## config.mk

```make
export PLATFORM = sky130hd
export DESIGN_NAME = act_engine
export DESIGN_NICKNAME = d
export VERILOG_FILES = /design/src/rtl/act_engine.sv
export SDC_FILE = /design/constraint.sdc
export NUM_CORES = 1
export LEC_CHECK = 0
export ABC_AREA = 1
export CORE_MARGIN = 2
export CORE_UTILIZATION = 35
export CTS_BUF_LIST = sky130_fd_sc_hd__clkbuf_4 sky130_fd_sc_hd__clkbuf_8 sky130_fd_sc_hd__clkbuf_16
export DETAILED_ROUTE_END_ITERATION = 7
export HOLD_SLACK_MARGIN = 0.15
export PLACE_DENSITY = 0.59
export RECOVER_POWER = 50
export SLEW_MARGIN = 5
export SYNTH_ARGS = -nofsm -noshare
export SYNTH_HDL_FRONTEND = slang
export SYNTH_SLANG_ARGS = --single-unit
```

## constraint.sdc

```tcl
create_clock -name clk -period 6.1 [get_ports clk]
set_clock_uncertainty 0.2 [all_clocks]
set_input_delay 1.83 -clock clk [delete_from_list [all_inputs] [get_ports clk]]
set_output_delay 1.83 -clock clk [all_outputs]
set_load 0.01 [all_outputs]
```

## src/rtl/act_engine.sv

```systemverilog
// Streams a vector from BRAM through a piecewise-linear sigmoid/tanh or relu and writes results back.
// Define ACT_SAT_COUNT_EN to build the saturating clamped-result counter reported in pl_status[31:16].
module act_engine #(
  parameter int DATA_WIDTH = 16,
  parameter int FRAC_BITS  = 10,
  parameter int ADDR_WIDTH = 12,
  parameter int BRAM_WIDTH = 32,
  parameter int WORD_BYTES = 4,
  parameter int NUM_WORDS  = 512
) (
  input  logic                  clk,
  input  logic                  reset_n,
  input  logic [31:0]           ps_control,
  output logic [31:0]           pl_status,
  output logic [ADDR_WIDTH-1:0] bram_addr_in,
  input  logic [BRAM_WIDTH-1:0] bram_rddata_in,
  output logic [BRAM_WIDTH-1:0] bram_wrdata_in,
  output logic [WORD_BYTES-1:0] bram_we_in,
  output logic [ADDR_WIDTH-1:0] bram_addr_out,
  output logic [BRAM_WIDTH-1:0] bram_wrdata_out,
  output logic [WORD_BYTES-1:0] bram_we_out
);
  localparam int DW   = DATA_WIDTH;
  localparam int PW   = 2 * DATA_WIDTH;
  localparam int CW   = 16;
  localparam int NSEG = 5;
  localparam logic signed [DW-1:0] MAX_CODE = {1'b0, {(DW-1){1'b1}}};
  localparam logic signed [DW-1:0] MIN_CODE = {1'b1, {(DW-1){1'b0}}};

  // Table constants are given in millionths and rounded to nearest at FRAC_BITS.
  function automatic logic signed [DW-1:0] fix_u(input int micro);
    longint r;
    r = ((longint'(micro) <<< FRAC_BITS) + 64'sd500000) / 64'sd1000000;
    return r[DW-1:0];
  endfunction

  function automatic logic [DW:0] clamp(input logic signed [PW-1:0] v);
    logic [DW:0] r;
    if (v > PW'(MAX_CODE))      r = {1'b1, MAX_CODE};
    else if (v < PW'(MIN_CODE)) r = {1'b1, MIN_CODE};
    else                        r = {1'b0, v[DW-1:0]};
    return r;
  endfunction

  localparam int SIG_BOUND_U  [NSEG] = '{0, 1250000, 2250000, 3500000, 5000000};
  localparam int SIG_SLOPE_U  [NSEG] = '{221840, 127351, 52830, 15080, 0};
  localparam int SIG_ICPT_U   [NSEG] = '{500000, 618112, 785784, 917909, 1000000};
  localparam int TANH_BOUND_U [NSEG] = '{0, 750000, 1500000, 2750000, 5000000};
  localparam int TANH_SLOPE_U [NSEG] = '{846865, 359999, 69369, 3578, 0};
  localparam int TANH_ICPT_U  [NSEG] = '{0, 365150, 801094, 982021, 1000000};
  localparam logic signed [DW-1:0] ONE = fix_u(1000000);

  typedef enum logic [2:0] {ST_IDLE, ST_RUN, ST_DRAIN, ST_DONE, ST_ERR} state_t;

  state_t                state_q, state_d;
  logic                  start;
  logic [1:0]            sel_bits;
  logic [CW-1:0]         req_count;
  logic [2:0]            mode_q;
  logic [CW-1:0]         count_q, rd_cnt_q, wr_done_q;
  logic                  rd_last;
  logic [ADDR_WIDTH-1:0] rd_addr_q, wr_ptr_q, addr_out_q;
  logic                  d_valid_q, s1_valid_q, s2_valid_q, out_valid_q;
  logic [BRAM_WIDTH-1:0] wrdata_q;
  logic [15:0]           sat_cnt;

  logic signed [DW-1:0]  bound_sel [NSEG];
  logic signed [DW-1:0]  slope_sel [NSEG];
  logic signed [DW-1:0]  icpt_sel  [NSEG];

  logic signed [DW-1:0]  x_in, abs_x, seg_slope, seg_icpt;
  logic                  abs_sat;
  logic signed [DW-1:0]  s1_x_q, s1_abs_q, s1_slope_q, s1_icpt_q;
  logic                  s1_neg_q, s1_sat_q;

  logic signed [PW-1:0]  prod_w, prod_sh;
  logic [DW:0]           prod_c;
  logic signed [DW-1:0]  s2_x_q, s2_prod_q, s2_icpt_q;
  logic                  s2_neg_q, s2_sat_q;

  logic signed [PW-1:0]  sum_w, flip_w;
  logic [DW:0]           sum_c, flip_c;
  logic signed [DW-1:0]  y_pos, res;
  logic                  res_sat;

  for (genvar gi = 0; gi < NSEG; gi++) begin : g_seg_const
    assign bound_sel[gi] = mode_q[1] ? fix_u(TANH_BOUND_U[gi]) : fix_u(SIG_BOUND_U[gi]);
    assign slope_sel[gi] = mode_q[1] ? fix_u(TANH_SLOPE_U[gi]) : fix_u(SIG_SLOPE_U[gi]);
    assign icpt_sel[gi]  = mode_q[1] ? fix_u(TANH_ICPT_U[gi])  : fix_u(SIG_ICPT_U[gi]);
  end

  assign sel_bits = {1'b0, ps_control[0]} + {1'b0, ps_control[1]} + {1'b0, ps_control[2]};
  assign rd_last  = (rd_cnt_q == count_q - CW'(1));

  always_comb begin
    req_count = CW'(ps_control[15:4]);
    if (req_count == '0 || req_count > CW'(NUM_WORDS)) req_count = CW'(NUM_WORDS);
  end

  always_comb begin
    state_d = state_q;
    start   = 1'b0;
    case (state_q)
      ST_IDLE: begin
        if (sel_bits == 2'd1) begin
          state_d = ST_RUN;
          start   = 1'b1;
        end else if (sel_bits >= 2'd2) begin
          state_d = ST_ERR;
        end
      end
      ST_RUN:   if (rd_last) state_d = ST_DRAIN;
      ST_DRAIN: if (out_valid_q && wr_done_q == count_q) state_d = ST_DONE;
      ST_DONE:  if (ps_control == 32'd0) state_d = ST_IDLE;
      ST_ERR:   if (ps_control == 32'd0) state_d = ST_IDLE;
      default:  state_d = ST_IDLE;
    endcase
  end

  always_ff @(posedge clk or negedge reset_n) begin
    if (!reset_n) state_q <= ST_IDLE;
    else          state_q <= state_d;
  end

  always_ff @(posedge clk or negedge reset_n) begin
    if (!reset_n) begin
      mode_q    <= '0;
      count_q   <= '0;
      rd_cnt_q  <= '0;
      rd_addr_q <= '0;
      wr_ptr_q  <= '0;
      wr_done_q <= '0;
      d_valid_q <= 1'b0;
    end else begin
      d_valid_q <= (state_q == ST_RUN);
      if (start) begin
        mode_q    <= ps_control[2:0];
        count_q   <= req_count;
        rd_cnt_q  <= '0;
        rd_addr_q <= '0;
        wr_ptr_q  <= '0;
        wr_done_q <= '0;
      end else begin
        if (state_q == ST_RUN && !rd_last) begin
          rd_cnt_q  <= rd_cnt_q + CW'(1);
          rd_addr_q <= rd_addr_q + ADDR_WIDTH'(WORD_BYTES);
        end
        if (s2_valid_q) begin
          wr_ptr_q  <= wr_ptr_q + ADDR_WIDTH'(WORD_BYTES);
          wr_done_q <= wr_done_q + CW'(1);
        end
      end
    end
  end

  // Stage 1: magnitude, sign and segment lookup; the most negative code has no positive twin.
  assign x_in = $signed(bram_rddata_in[DW-1:0]);

  always_comb begin
    abs_sat = 1'b0;
    if (x_in == MIN_CODE) begin
      abs_x   = MAX_CODE;
      abs_sat = 1'b1;
    end else if (x_in[DW-1]) begin
      abs_x = -x_in;
    end else begin
      abs_x = x_in;
    end
    seg_slope = slope_sel[0];
    seg_icpt  = icpt_sel[0];
    for (int i = 1; i < NSEG; i++) begin
      if (abs_x >= bound_sel[i]) begin
        seg_slope = slope_sel[i];
        seg_icpt  = icpt_sel[i];
      end
    end
  end

  always_ff @(posedge clk or negedge reset_n) begin
    if (!reset_n) begin
      s1_valid_q <= 1'b0;
      s1_x_q     <= '0;
      s1_abs_q   <= '0;
      s1_slope_q <= '0;
      s1_icpt_q  <= '0;
      s1_neg_q   <= 1'b0;
      s1_sat_q   <= 1'b0;
    end else begin
      s1_valid_q <= d_valid_q;
      s1_x_q     <= x_in;
      s1_abs_q   <= abs_x;
      s1_slope_q <= seg_slope;
      s1_icpt_q  <= seg_icpt;
      s1_neg_q   <= x_in[DW-1];
      s1_sat_q   <= abs_sat;
    end
  end

  // Stage 2: full-precision product, arithmetic shift floors toward -inf.
  assign prod_w  = PW'(s1_abs_q) * PW'(s1_slope_q);
  assign prod_sh = prod_w >>> FRAC_BITS;
  assign prod_c  = clamp(prod_sh);

  always_ff @(posedge clk or negedge reset_n) begin
    if (!reset_n) begin
      s2_valid_q <= 1'b0;
      s2_x_q     <= '0;
      s2_prod_q  <= '0;
      s2_icpt_q  <= '0;
      s2_neg_q   <= 1'b0;
      s2_sat_q   <= 1'b0;
    end else begin
      s2_valid_q <= s1_valid_q;
      s2_x_q     <= s1_x_q;
      s2_prod_q  <= $signed(prod_c[DW-1:0]);
      s2_icpt_q  <= s1_icpt_q;
      s2_neg_q   <= s1_neg_q;
      s2_sat_q   <= s1_sat_q | prod_c[DW];
    end
  end

  // Stage 3: intercept, negative-side reflection, clamp.
  assign sum_w  = PW'(s2_prod_q) + PW'(s2_icpt_q);
  assign sum_c  = clamp(sum_w);
  assign y_pos  = $signed(sum_c[DW-1:0]);
  assign flip_w = mode_q[0] ? (PW'(ONE) - PW'(y_pos)) : (-PW'(y_pos));
  assign flip_c = clamp(flip_w);

  always_comb begin
    res     = y_pos;
    res_sat = s2_sat_q | sum_c[DW];
    if (mode_q[2]) begin
      res     = s2_x_q[DW-1] ? '0 : s2_x_q;
      res_sat = 1'b0;
    end else if (s2_neg_q) begin
      res     = $signed(flip_c[DW-1:0]);
      res_sat = s2_sat_q | sum_c[DW] | flip_c[DW];
    end
  end

  always_ff @(posedge clk or negedge reset_n) begin
    if (!reset_n) begin
      out_valid_q <= 1'b0;
      addr_out_q  <= '0;
      wrdata_q    <= '0;
    end else begin
      out_valid_q <= s2_valid_q;
      if (s2_valid_q) begin
        addr_out_q <= wr_ptr_q;
        wrdata_q   <= BRAM_WIDTH'(res);
      end
    end
  end

`ifdef ACT_SAT_COUNT_EN
  logic [15:0] sat_cnt_q;
  always_ff @(posedge clk or negedge reset_n) begin
    if (!reset_n)                                            sat_cnt_q <= '0;
    else if (start)                                          sat_cnt_q <= '0;
    else if (s2_valid_q && res_sat && sat_cnt_q != 16'hFFFF) sat_cnt_q <= sat_cnt_q + 16'd1;
  end
  assign sat_cnt = sat_cnt_q;
  logic unused_ok;
  assign unused_ok = ^{ps_control[31:16], ps_control[3], bram_rddata_in};
`else
  assign sat_cnt = '0;
  logic unused_ok;
  assign unused_ok = ^{ps_control[31:16], ps_control[3], bram_rddata_in, res_sat};
`endif

  assign pl_status       = {sat_cnt, 13'd0, state_q == ST_ERR,
                            (state_q == ST_RUN) || (state_q == ST_DRAIN), state_q == ST_DONE};
  assign bram_addr_in    = rd_addr_q;
  assign bram_wrdata_in  = '0;
  assign bram_we_in      = '0;
  assign bram_addr_out   = addr_out_q;
  assign bram_wrdata_out = wrdata_q;
  assign bram_we_out     = {WORD_BYTES{out_valid_q}};

endmodule

```

==> key figures <==
Synth
  – Number of distinct library cells after synthesis: 59
  – Avg Inst Size Synth: roughly 7.6 um^2
  – Main flop type after synthesis: dfrtp_1
  – Top cells by count, synth: nand2_1 (534), inv_1 (520), dfrtp_1 (194), nor2_1 (166), fa_1 (150)
  – Post-synthesis cell area: ~18,000 um^2
  – Top-count cell post-synth: nand2_1
  – Area contributors post-synth: dfrtp_1 (27%), fa_1 (17%), nand2_1 (11%)
  – FF+latch count, synth: ~190
  – Syn Inst Count: around 2,400
  – Post-synth EDFFs: 0
  – Asr flop ratio synth: 100%
  – Register area share after synthesis: 26.9%
  – Yosys top cell area share: a little over a quarter
  – Synth Warn #: 0
  – Area leader, netlist: dfrtp_1

Setup path
  – Critical Path Sink Type: flop
  – Critical path's largest stage delay: between 0.5 and 0.6 ns
  – CP max-delay cell: fa_1
  – CP Launch Type: flop
  – R2r setup slk: -0.27 ns
  – Critical path class: flop to flop
  – CP max FO: 8
  – Worst setup path endpoint: s2_prod_q[1]
  – Reg2reg end: s2_prod_q[1]
  – Crit path DAT: 6.54 ns
  – Worst Setup SP: s1_abs_q[15]
  – CP required: ~6.3 ns
  – FF-to-FF Start: s1_abs_q[15]
  – Worst r2r path cells: 29

Final layout
  – Final nets: between 2,000 and 3,000
  – Share of cells above drive strength 1: ~15%
  – Layout area overhead: 21.8%
  – Filler Cell Count: between 5,000 and 6,000
  – Finished Cell Area: roughly 22,000 um^2
  – Core Util, Final: a little over two fifths

STA
  – Final worst-path setup slack: -0.266 ns
  – Tcrit/Tclk final: 104%
  – Period minus WS final: about 6.4 ns
  – Worst Tran Pin Value: ~2.4 ns
  – Final number of setup-violating endpoints: 15
  – Slew margin rel.: -60.6%
  – Setup TNS: -3.69 ns
  – Final Hold Viols: 0
  – RSZ-0062 raised after global routing: yes
  – Max-slew violations: approximately 200
  – Fmax: approximately 160 MHz

Route
  – Drt total wl: between 40 and 50 mm
  – Top routing layer used: met4
  – Routed vias/inst: ~4.6
  – Wire per inst: between 10 and 15 um
  – Drt pass-1 iters: 6
  – DRC: 0
  – Detail Route met2 WL: 22.0 mm
  – DRT antenna net count: 0
  – DRT iter0 DRCs: ~780
  – Via count: approximately 15,000
  – Met3 wire len: around 1.2 mm
  – M1 WL: 21.0 mm

CTS
  – Deepest clock path buffer count: 2
  – Number of H-tree levels: 4
  – Root buffer cell: clkbuf_16
  – Sink Count: just under 200
  – CTS Hold Bufs: 0
  – CTS tree: done
  – Num CTS Buffers: 17
  – Clock edge transition at the registers on the reported setup and hold paths: 0.07 ns
  – Skew-Pair Late Insertion Delay: 0.43 ns

Global route
  – Vias in the first global route: ~15,000
  – Global-route wire length before repair: ~73 mm
  – GRT overflow: 0
  – Initial antenna violation count: 0
  – Largest net degree at the start of global routing: 100
  – GRT Resource Usage Total: between 15 and 20%

Floorplanning
  – I/O Pins: approximately 190
  – Starting density of the core: a little over a third
  – Die width: 231 um
  – Row count: just over 80
  – Die area: ~53,000 um^2
  – CORE AREA: 51,100 um^2
  – Die height: approximately 230 um

Place
  – DP HPWL: around 35 mm
  – IO Port Bufs: 108
  – RePlAce Congestion: slightly below 0.9
  – Dpl cell area: between 20,000 and 25,000 um^2

Power
  – Leakage power: 11.7 nW
  – PD cells: roughly 200 nW/um^2
  – Peak supply drop: between 0.00015 and 0.0002 V

Worst hold path
  – Hold/Removal Path Class: flop to flop

Outcome
  – Status: complete, but fails checks
  – Failing checks: capacitance limit, slew limit, setup timing

Run
  – MaxCap Viol Count: 4
[registers in the layout, indices dropped and copies added, names as in the netlist]
signal and flops:
bram_wrdata_out 16, rd_cnt_q 16, s1_abs_q 16, s2_prod_q 16, wr_done_q 16, s1_x_q 15, s2_x_q 15, count_q 12
bram_addr_in 10, bram_addr_out 10, s1_icpt_q 10, s1_slope_q 10, s2_icpt_q 10, wr_ptr_q 10, mode_q 3, state_q 3
d_valid_q 1, out_valid_q 1, s1_neg_q 1, s1_valid_q 1, s2_neg_q 1, s2_valid_q 1
[placed cells by master, fill, tap and decap left out, drive strengths merged, types with 3 or more instances in the layout]
cell	n
nand2	547
inv	532
dfrtp	194
nor2	170
buf	152
fa	150
ha	111
nand3	105
o21ai	105
clkdlybuf4s50	91
a21oi	91
conb	69
xor2	51
nor3	44
nand4	28
clkbuf	26
xnor2	20
dlygate4sd3	16
nor4	14
o211ai	8
clkinv	6
or2	5
nand3b	5
a31oi	4
nor3b	4
o22ai	4
and3	3
and2	3
a211oi	3
a21boi	3
[where the power goes]
| group | total (mW) | switching [mW] | internal [mW] | leakage, nW |
|---|---|---|---|---|
| sequential | 1.52 | 0.128 | 1.40 | 2.46 |
| combinational | 1.69 | 1.01 | 0.679 | 8.94 |
| clock | 1.13 | 0.500 | 0.627 | 0.290 |
[layer usage]
metal / global-route usage, % / vias up
met5: 0 / -
met1: 22.6 / 7308
met2: 28.9 / 231
met3: 1.67 / 38
met4: 3.71 / 0
li1: - / 7446
[stage by stage]
stage | instances | power [mW] | hold WS [ns] | setup WS [ns]
final | 3263 | 4.34 | 0.149 | -0.266
after global routing | 3262 | 4.67 | 0.151 | -0.479
after CTS | 3252 | 4.33 | 0.150 | -0.276
after detailed placement | 3199 | 3.12 | 0.135 | -0.414
after global placement | 3199 | 3.09 | 0.132 | -0.364
after floorplan | 2432 | 2.67 | 0.131 | 0.00122
[worst min-delay path by stage]
stage / to / cells past startpoint / slack (ns) / start
after floorplan: s1_valid_q / 0 / 0.13 / d_valid_q
after global placement: s2_x_q[5] / 0 / 0.13 / s1_x_q[5]
after detailed placement: s2_icpt_q[8] / 0 / 0.13 / s1_icpt_q[8]
after CTS: s2_icpt_q[8] / 0 / 0.15 / s1_icpt_q[8]
after global routing: s2_icpt_q[7] / 0 / 0.15 / s1_icpt_q[7]
final: s2_x_q[9] / 0 / 0.15 / s1_x_q[9]
[kinds of logic after synthesis]
| family | share of synthesized area, % |
|---|---|
| xor+xnor | 3.45 |
| mux | 0.0625 |
| other cells | 0.0208 |
| compound gates | 7.03 |
| flops | 26.9 |
| simple gates | 21.9 |
| fa+ha+maj | 24.4 |
| buf+inv | 16.2 |
[layout make-up]
type / count / area (um^2) / area share (%)
inverter: 529 / 1990 / 9.07
clock buffer: 19 / 447 / 2.04
tap: 680 / 851 / 3.88
sequential: 194 / 4860 / 22.2
antenna: 1 / 2.50 / 0.0114
timing repair buffer: 266 / 2430 / 11.1
clock inverter: 13 / 149 / 0.679
multi-input combinational: 1561 / 11200 / 51.1
[repair_timing]
item	CTS	global route
resized for setup	69	80
pin swaps	50	73
endpoints found under the setup margin	16	16
cloned	2	2
buffers inserted	19	11
[critical path, delay by kind of cell (launching register included)]
kind | cells | cell delay (ns)
AO/OA/AOI/OAI | 4 | 0.46
flip-flops | 1 | 0.47
AND/OR/NAND/NOR | 7 | 0.74
buffers and inverters | 10 | 1.02
XOR/XNOR | 1 | 0.16
adder cells (fa/ha/maj) | 7 | 3.26
Power figures use the tool's default switching activity.
